## src/rtl/serial_pkg.sv

```systemverilog
// Shared definitions for the serial frame transmitter: FSM state encoding and line levels.
package serial_pkg;

    localparam logic [2:0] ST_IDLE   = 3'd0;
    localparam logic [2:0] ST_START  = 3'd1;
    localparam logic [2:0] ST_DATA   = 3'd2;
    localparam logic [2:0] ST_PARITY = 3'd3;
    localparam logic [2:0] ST_STOP   = 3'd4;

    typedef enum logic [2:0] {
        IDLE   = ST_IDLE,
        START  = ST_START,
        DATA   = ST_DATA,
        PARITY = ST_PARITY,
        STOP   = ST_STOP
    } state_t;

    localparam logic IDLE_LEVEL  = 1'b1;
    localparam logic START_LEVEL = 1'b0;
    localparam logic STOP_LEVEL  = 1'b1;

endpackage

```

## src/rtl/frame_bit_counter.sv

```systemverilog
// Loadable down-counter of data bits left in a frame; tc flags the final data bit.
module frame_bit_counter #(
    parameter int CW = 3
) (
    input  logic          clk,
    input  logic          rst,
    input  logic          clear,
    input  logic          load,
    input  logic [CW-1:0] load_value,
    input  logic          dec,
    output logic          tc
);

    logic [CW-1:0] count_q;
    logic [CW-1:0] count_d;

    // Decrement stops at zero so the count can never wrap within a frame.
    always_comb begin
        count_d = count_q;
        if (clear) begin
            count_d = '0;
        end else if (load) begin
            count_d = load_value;
        end else if (dec && (count_q != '0)) begin
            count_d = count_q - 1'b1;
        end
    end

    always_ff @(posedge clk or posedge rst) begin
        if (rst) begin
            count_q <= '0;
        end else begin
            count_q <= count_d;
        end
    end

    assign tc = (count_q == '0);

endmodule

```

## src/rtl/serial_frame_tx.sv

```systemverilog
// Parallel-to-serial frame transmitter: start bit, WIDTH data bits, optional even parity, stop bit.
module serial_frame_tx #(
    parameter int WIDTH     = 4,
    parameter int PARITY_EN = 1,
    parameter int LSB_FIRST = 1
) (
    input  logic             clk,
    input  logic             rst,
    input  logic [WIDTH-1:0] din,
    input  logic             din_valid,
    output logic             din_ready,
    output logic             sout,
    output logic             busy,
    output logic             frame_done
);

    import serial_pkg::*;

    localparam int CW = $clog2(WIDTH + 1);

    state_t           state_q, state_d;
    logic [WIDTH-1:0] shift_q, shift_d;
    logic             parity_q, parity_d;
    logic             sout_q, sout_d;
    logic             busy_q, busy_d;
    logic             frame_done_q, frame_done_d;

    logic             cnt_clear;
    logic             cnt_load;
    logic             cnt_dec;
    logic             cnt_tc;
    logic             accept;
    logic             next_bit;
    logic [WIDTH-1:0] shifted;

    frame_bit_counter #(.CW(CW)) u_bit_counter (
        .clk        (clk),
        .rst        (rst),
        .clear      (cnt_clear),
        .load       (cnt_load),
        .load_value (CW'(WIDTH - 1)),
        .dec        (cnt_dec),
        .tc         (cnt_tc)
    );

    // Ready is masked by rst so it reads low during reset yet is high on the first edge after release.
    assign din_ready = ((state_q == IDLE) || (state_q == STOP)) && !rst;
    assign accept    = din_valid && din_ready;

    assign next_bit = (LSB_FIRST != 0) ? shift_q[0] : shift_q[WIDTH-1];
    assign shifted  = (LSB_FIRST != 0) ? {1'b0, shift_q[WIDTH-1:1]}
                                       : {shift_q[WIDTH-2:0], 1'b0};

    // Each state names the bit currently on sout; outputs are computed for the next state.
    always_comb begin
        state_d      = state_q;
        shift_d      = shift_q;
        parity_d     = parity_q;
        sout_d       = IDLE_LEVEL;
        busy_d       = 1'b1;
        frame_done_d = 1'b0;
        cnt_clear    = 1'b0;
        cnt_load     = 1'b0;
        cnt_dec      = 1'b0;

        case (state_q)
            IDLE, STOP: begin
                if (accept) begin
                    state_d   = START;
                    shift_d   = din;
                    parity_d  = ^din;
                    sout_d    = START_LEVEL;
                    cnt_clear = 1'b1;
                end else begin
                    state_d = IDLE;
                    busy_d  = 1'b0;
                end
            end
            START: begin
                state_d  = DATA;
                sout_d   = next_bit;
                shift_d  = shifted;
                cnt_load = 1'b1;
            end
            DATA: begin
                if (cnt_tc) begin
                    if (PARITY_EN != 0) begin
                        state_d = PARITY;
                        sout_d  = parity_q;
                    end else begin
                        state_d      = STOP;
                        sout_d       = STOP_LEVEL;
                        frame_done_d = 1'b1;
                    end
                end else begin
                    sout_d  = next_bit;
                    shift_d = shifted;
                    cnt_dec = 1'b1;
                end
            end
            PARITY: begin
                state_d      = STOP;
                sout_d       = STOP_LEVEL;
                frame_done_d = 1'b1;
            end
            default: begin
                state_d = IDLE;
                busy_d  = 1'b0;
            end
        endcase
    end

    always_ff @(posedge clk or posedge rst) begin
        if (rst) begin
            state_q      <= IDLE;
            shift_q      <= '0;
            parity_q     <= 1'b0;
            sout_q       <= IDLE_LEVEL;
            busy_q       <= 1'b0;
            frame_done_q <= 1'b0;
        end else begin
            state_q      <= state_d;
            shift_q      <= shift_d;
            parity_q     <= parity_d;
            sout_q       <= sout_d;
            busy_q       <= busy_d;
            frame_done_q <= frame_done_d;
        end
    end

    assign sout       = sout_q;
    assign busy       = busy_q;
    assign frame_done = frame_done_q;

endmodule

```

## config.mk

```make
export PLATFORM = sky130hd
export DESIGN_NAME = serial_frame_tx
export DESIGN_NICKNAME = d
export VERILOG_FILES = /design/src/rtl/serial_pkg.sv /design/src/rtl/frame_bit_counter.sv /design/src/rtl/serial_frame_tx.sv
export SDC_FILE = /design/constraint.sdc
export NUM_CORES = 1
export LEC_CHECK = 0
export CAP_MARGIN = 15
export CORE_ASPECT_RATIO = 0.8
export CORE_MARGIN = 2
export CORE_UTILIZATION = 31
export DETAILED_ROUTE_END_ITERATION = 6
export DONT_BUFFER_PORTS = 1
export GPL_TIMING_DRIVEN = 0
export PLACE_DENSITY = 0.43
export SLEW_MARGIN = 40
export SYNTH_ARGS = -nofsm -noshare
export SYNTH_HDL_FRONTEND = slang
export SYNTH_HIERARCHICAL = 1
export SYNTH_SLANG_ARGS = --single-unit
```

## constraint.sdc

```tcl
create_clock -name clk -period 2.17 [get_ports clk]
set_input_delay 0.434 -clock clk [delete_from_list [all_inputs] [get_ports clk]]
set_output_delay 0.434 -clock clk [all_outputs]
set_load 0.005 [all_outputs]
```

# Word-level counts from Yosys, hierarchy flattened
# Index checks and enable logic that the tools add are counted.
[totals]
reg_bits = 14
inputBits = 7
out_inout_bits = 4
wordCells = 49
[classes]
addsub = 1
eq_ne = 7
n_mux = 19
reduce_logical = 15
[op_table]
columns = ["cell", "n"]
rows = [
  ["$mux 3", 4],
  ["$pmux 3 s4", 1],
  ["$pmux 4 s3", 1],
  ["$mux 1", 9],
  ["$reduce_bool 3->1", 3],
  ["$mux 4", 2],
  ["$eq 3x2->1 const B", 2],
  ["$logic_not 3->1", 2],
  ["$ne 2x2->1 const B", 3],
  ["$reduce_xor 4->1", 1],
  ["$eq 3x1->1 const B", 1],
  ["$eq 3x3->1 const B", 1],
  ["$logic_and 1x1->1", 3],
  ["$pmux 1 s3", 1],
  ["$reduce_and 3->1", 1],
  ["$reduce_or 3->1", 1],
  ["$sub 3x1->3 const B", 1],
  ["$pmux 1 s2", 1],
  ["$reduce_and 2->1", 1],
  ["$reduce_or 2->1", 1],
  ["$logic_not 1->1", 1],
  ["$logic_or 1x1->1", 1],
]

# Longest topological paths before layout
[logic_depth]
word_depth = 7
depth_mapped = 7
depth_no_buf = 7

# Cells and area by module
# The synthesis kept the hierarchy.
[modules_own_cells]
columns = ["mod", "n_inst", "cells_each", "area_per_inst_um2", "seq_area_each_um2"]
rows = [
  ["serial_frame_tx", 1, 59, 601.8, 276.5],
  ["frame_bit_counter", 1, 22, 201.4, 75.1],
]

# Worst setup path after synthesis
# Ideal clock, no wire load.
[synth_path]
kind = "register to register"
start = "register u_bit_counter.count_q[0]"
end = "register u_bit_counter.count_q[2]"
setup_ns = 0.082
arrival_time_ns = 1.811
required_ns = 2.088
slack_ns = 0.278
stages_incl_launch_ff = 8
n_path_buf = 0
synth_period_minus_slack_ns = 1.892
cell_sequence = "dfrtp_1 inv_1 ha_1 ha_1 nor4b_2 nand2b_4 or3_1 a31oi_1"
[synth_between]
elab_chain_len = 5
elab_cells_between_ends = 10
classes_between = "1 x add/sub; 5 x mux; 4 x reduce/logical"
[synth_rtl]
columns = ["element", "line", "text"]
rows = [
  ["start: declaration", "frame_bit_counter.sv:14", "logic [CW-1:0] count_q;"],
  ["start signal: assignment", "frame_bit_counter.sv:33", "count_q <= count_d;"],
  ["$logic_not 3->1", "frame_bit_counter.sv:37", "assign tc = (count_q == '0);"],
  ["named net cnt_tc", "serial_frame_tx.sv:31", "logic cnt_tc;"],
  ["$mux 1", "serial_frame_tx.sv:86", "if (cnt_tc) begin"],
  ["$mux 1", "serial_frame_tx.sv:66", "case (state_q)"],
  ["named net cnt_dec", "serial_frame_tx.sv:30", "logic cnt_dec;"],
  ["$logic_and 1x1->1", "frame_bit_counter.sv:24", "end else if (dec && (count_q != '0)) begin"],
  ["$reduce_bool 3->1 (no source line)", "n/a", ""],
]
# The timed path passes the listed nets, and every way through them passes these cells. The select of a mux whose other input is x is not followed.
# A chain may end at the register's enable or synchronous reset.

# Worst setup path after layout
[layout_path]
start = "register u_bit_counter.count_q[0]"
end = "register u_bit_counter.count_q[1]"
# The elaborated chain is that of the path after synthesis.

==> impl_metrics.py <==
metrics = {
    "outcome": {
        "status": "finished clean",
    },
    "cts": {
        "clockBufferDepth": 2,
        "cts_inserted_buffers": 3,
        "htree_levels": 1,
        "clk_latency_ns": 0.28,
        "cts_tree": "built",
        "post_cts_buffers": 0,
        "clk_pin_slew_worst_paths_ns": 0.09,
        "cts.sinks": 14,
        "cts_root_buf": "clkbuf_4",
    },
    "critical_path": {
        "cp-end-kind": "register",
        "critPathRequiredTime_ns": 2.37,
        "cp_data_arrival_time_ns": 2.22,
        "criticalPathCategory": "reg -> reg",
        "startpoint_type": "register",
        "r2r_cells": 7,
        "cp_max_fo": 5,
    },
    "synthesis": {
        "syn_area_um2": 803.3,
        "async_flop_share_pct": 100.0,
        "synth-edff-count": 0,
        "syn_inst": 81,
        "yosysSeqAreaShare_pct": 43.77,
        "ys_warn_count": 6,
        "ys.flop_type": "dfrtp_1",
        "synth_cell_type_count": 31,
        "yosysTopAreaCellShare_pct": 40.50,
        "synth_most_common_cell": "dfrtp_1",
        "synthTopCellsByCount": "dfrtp_1, inv_1, a31oi_1, nor2_1, xnor2_1",
        "post-synth-top-area-cell": "dfrtp_1",
        "synth.area.top_cells": "dfrtp_1, xnor2_1, a31oi_1",
        "syn_area_per_cell_um2": 9.917,
        "ys_seq_elements": 14,
    },
    "sta": {
        "fin_crit_ns": 2.022,
        "clock_skew_ns": 0.0008518,
        "rsz0062_at_grt": "no",
        "slew_headroom_pct": 56.93,
        "finalSetupTns_ns": 0,
        "fmax_mhz": 494.7,
        "setup_viol": 0,
        "drv_slew": 0,
        "tightest_slew_ns": 0.6433,
        "final_hold_viol_count": 0,
        "period_share_pct": 93.16,
    },
    "routing": {
        "dr.pass1.iters": 4,
        "antenna_left": 0,
        "vias": 573,
        "vias_per_cell": 4.659,
        "wl_per_cell_um": 12.96,
        "drt_iter0_drc": 40,
        "drt_wl_total_mm": 1.594,
        "drc_errors": 0,
    },
    "grt": {
        "grt_max_degree": 13,
        "grt_pass1_vias": 608,
        "grt_pass1_wl_mm": 2.884,
        "overflow": 0,
        "grt_antenna_before_repair": 0,
        "grt_use_total_pct": 12.91,
    },
    "floorplanning": {
        "row_count": 16,
        "start_util_pct": 32.62,
        "pin_count": 11,
        "die_h_um": 49.53,
        "die_w_um": 60.91,
        "coreArea_mm2": 0.002462,
        "die-area_mm2": 0.003017,
    },
    "place": {
        "io_buffers": 0,
        "hpwlAfterDp_mm": 1.122,
        "gp_congestion": 0.8039,
        "post_dp_cell_area_um2": 852.1,
    },
    "run": {
        "drv_cap": 0,
    },
    "hold_path": {
        "hold_path_class": "in -> async",
    },
    "layout": {
        "final_area_um2": 907.1,
        "final_nets": 97,
        "nFillCells": 258,
        "syn_to_final_growth_pct": 12.93,
        "antenna_cells": 0,
        "drive_gt1_share_pct": 14.94,
    },
    "pwr": {
        "p_leak_uw": 0.0003875,
        "pwr_density_cell_mw_per_mm2": 1566,
        "irDropWorstVdd_mv": 0.3908,
    },
}
[registers in the layout, summed over array words and instances (netlist names)]
register / cells
shift_q: 4
state_q: 3
u_bit_counter/count_q: 3
busy: 1
frame_done: 1
parity_q: 1
sout: 1
[worst paths after layout]
path | end | slack, ns | from
max | u_bit_counter/count_q[1] | 0.15 | u_bit_counter/count_q[0]
min | state_q[0] | 0.03 | rst
max reg2reg | u_bit_counter/count_q[1] | 0.15 | u_bit_counter/count_q[0]
min reg2reg | sout | 0.52 | shift_q[0]
max in group asynchronous | u_bit_counter/count_q[0] | 1.55 | rst
min in group clk | shift_q[3] | 0.31 | din[3]
[worst max-delay path, cell delays in order (launching register included)]
cell and delay [ns]:
dfrtp_1 0.37, inv_1 0.05, ha_1 0.19, ha_1 0.27, nor4b_4 0.45, nand2b_4 0.12
or3_1 0.32, a31oi_1 0.18
[cells in the final DEF (no fill, tap or decap)]
cell / count
nor3_1: 1
dfstp_2: 1
buf_2: 2
o21bai_1: 1
o31a_1: 1
dlygate4sd3_1: 1
xor2_1: 1
clkbuf_4: 3
nand3_1: 3
a21oi_1: 3
mux2i_1: 2
nand3b_1: 2
nand2_1: 2
and2_1: 2
clkbuf_8: 1
dfrtp_1: 13
conb_1: 3
nor4b_4: 2
nor4_1: 3
o21ai_0: 4
inv_1: 8
nor2b_1: 1
nor3b_1: 1
buf_6: 1
xnor2_1: 5
or3_4: 1
nor3b_2: 1
nor2_1: 6
nand2b_4: 1
a31oi_1: 6
o21a_1: 1
ha_1: 2
or3_1: 2
[power by group]
part	total (uW)	switching (uW)	internal [uW]
clock network	188	86.2	102
logic	760	410	350
registers	472	79.4	393
[per-layer routing]
layer / vias up / track usage, % / routed length [um]
li1: 289 / - / -
met2: 21 / 16.85 / 680
met5: - / 0 / 0
met3: 2 / 5.512 / 125
met1: 261 / 19.80 / 775
met4: 0 / 2.174 / 13
[metrics by stage]
stage,util (%),setup WS [ns],hold slack [ns],std cells,power [uW]
final,36.84,0.1485,0.03085,123,1421
after global routing,36.84,0.009916,0.05876,123,1582
after CTS,36.48,0.003485,0.04401,123,1412
after detailed placement,34.60,0.03139,0.2116,118,1217
after global placement,34.60,0.02334,0.2155,118,1209
after floorplan,-,0.2775,0.1876,82,1071
[logic make-up (layout without fill, tap and decap cells)]
| kind of cell | after synthesis | in the layout | share of synthesized area (%) |
|---|---|---|---|
| AND/OR/NAND/NOR | 28 | 28 | 24.76 |
| AO/OA/AOI/OAI | 16 | 16 | 11.99 |
| flip-flops | 14 | 14 | 43.77 |
| buffers and inverters | 11 | 16 | 6.386 |
| XOR/XNOR | 6 | 6 | 6.542 |
| adder cells (fa/ha/maj) | 2 | 2 | 3.115 |
| other | 2 | 3 | 0.9349 |
| multiplexers | 2 | 2 | 2.492 |
[cell type report]
type                    instances  area, um^2  share of cell area (%)
plain buffers                   3       21.27                   2.345
multi-input cells              57       412.9                   45.52
clock buffers                   4       36.28                   4.000
repair buffers                  1       10.01                   1.103
flip-flops and latches         14       351.6                   38.76
inverters                       8       30.03                   3.310
well taps                      36       45.04                   4.966
[timing repair]
item,in CTS,in global routing
setup endpoints to repair,0,2
resized for setup,0,1
endpoints found under the hold margin,3,0
hold buffers,1,0
(Power assumes the default switching activity.)
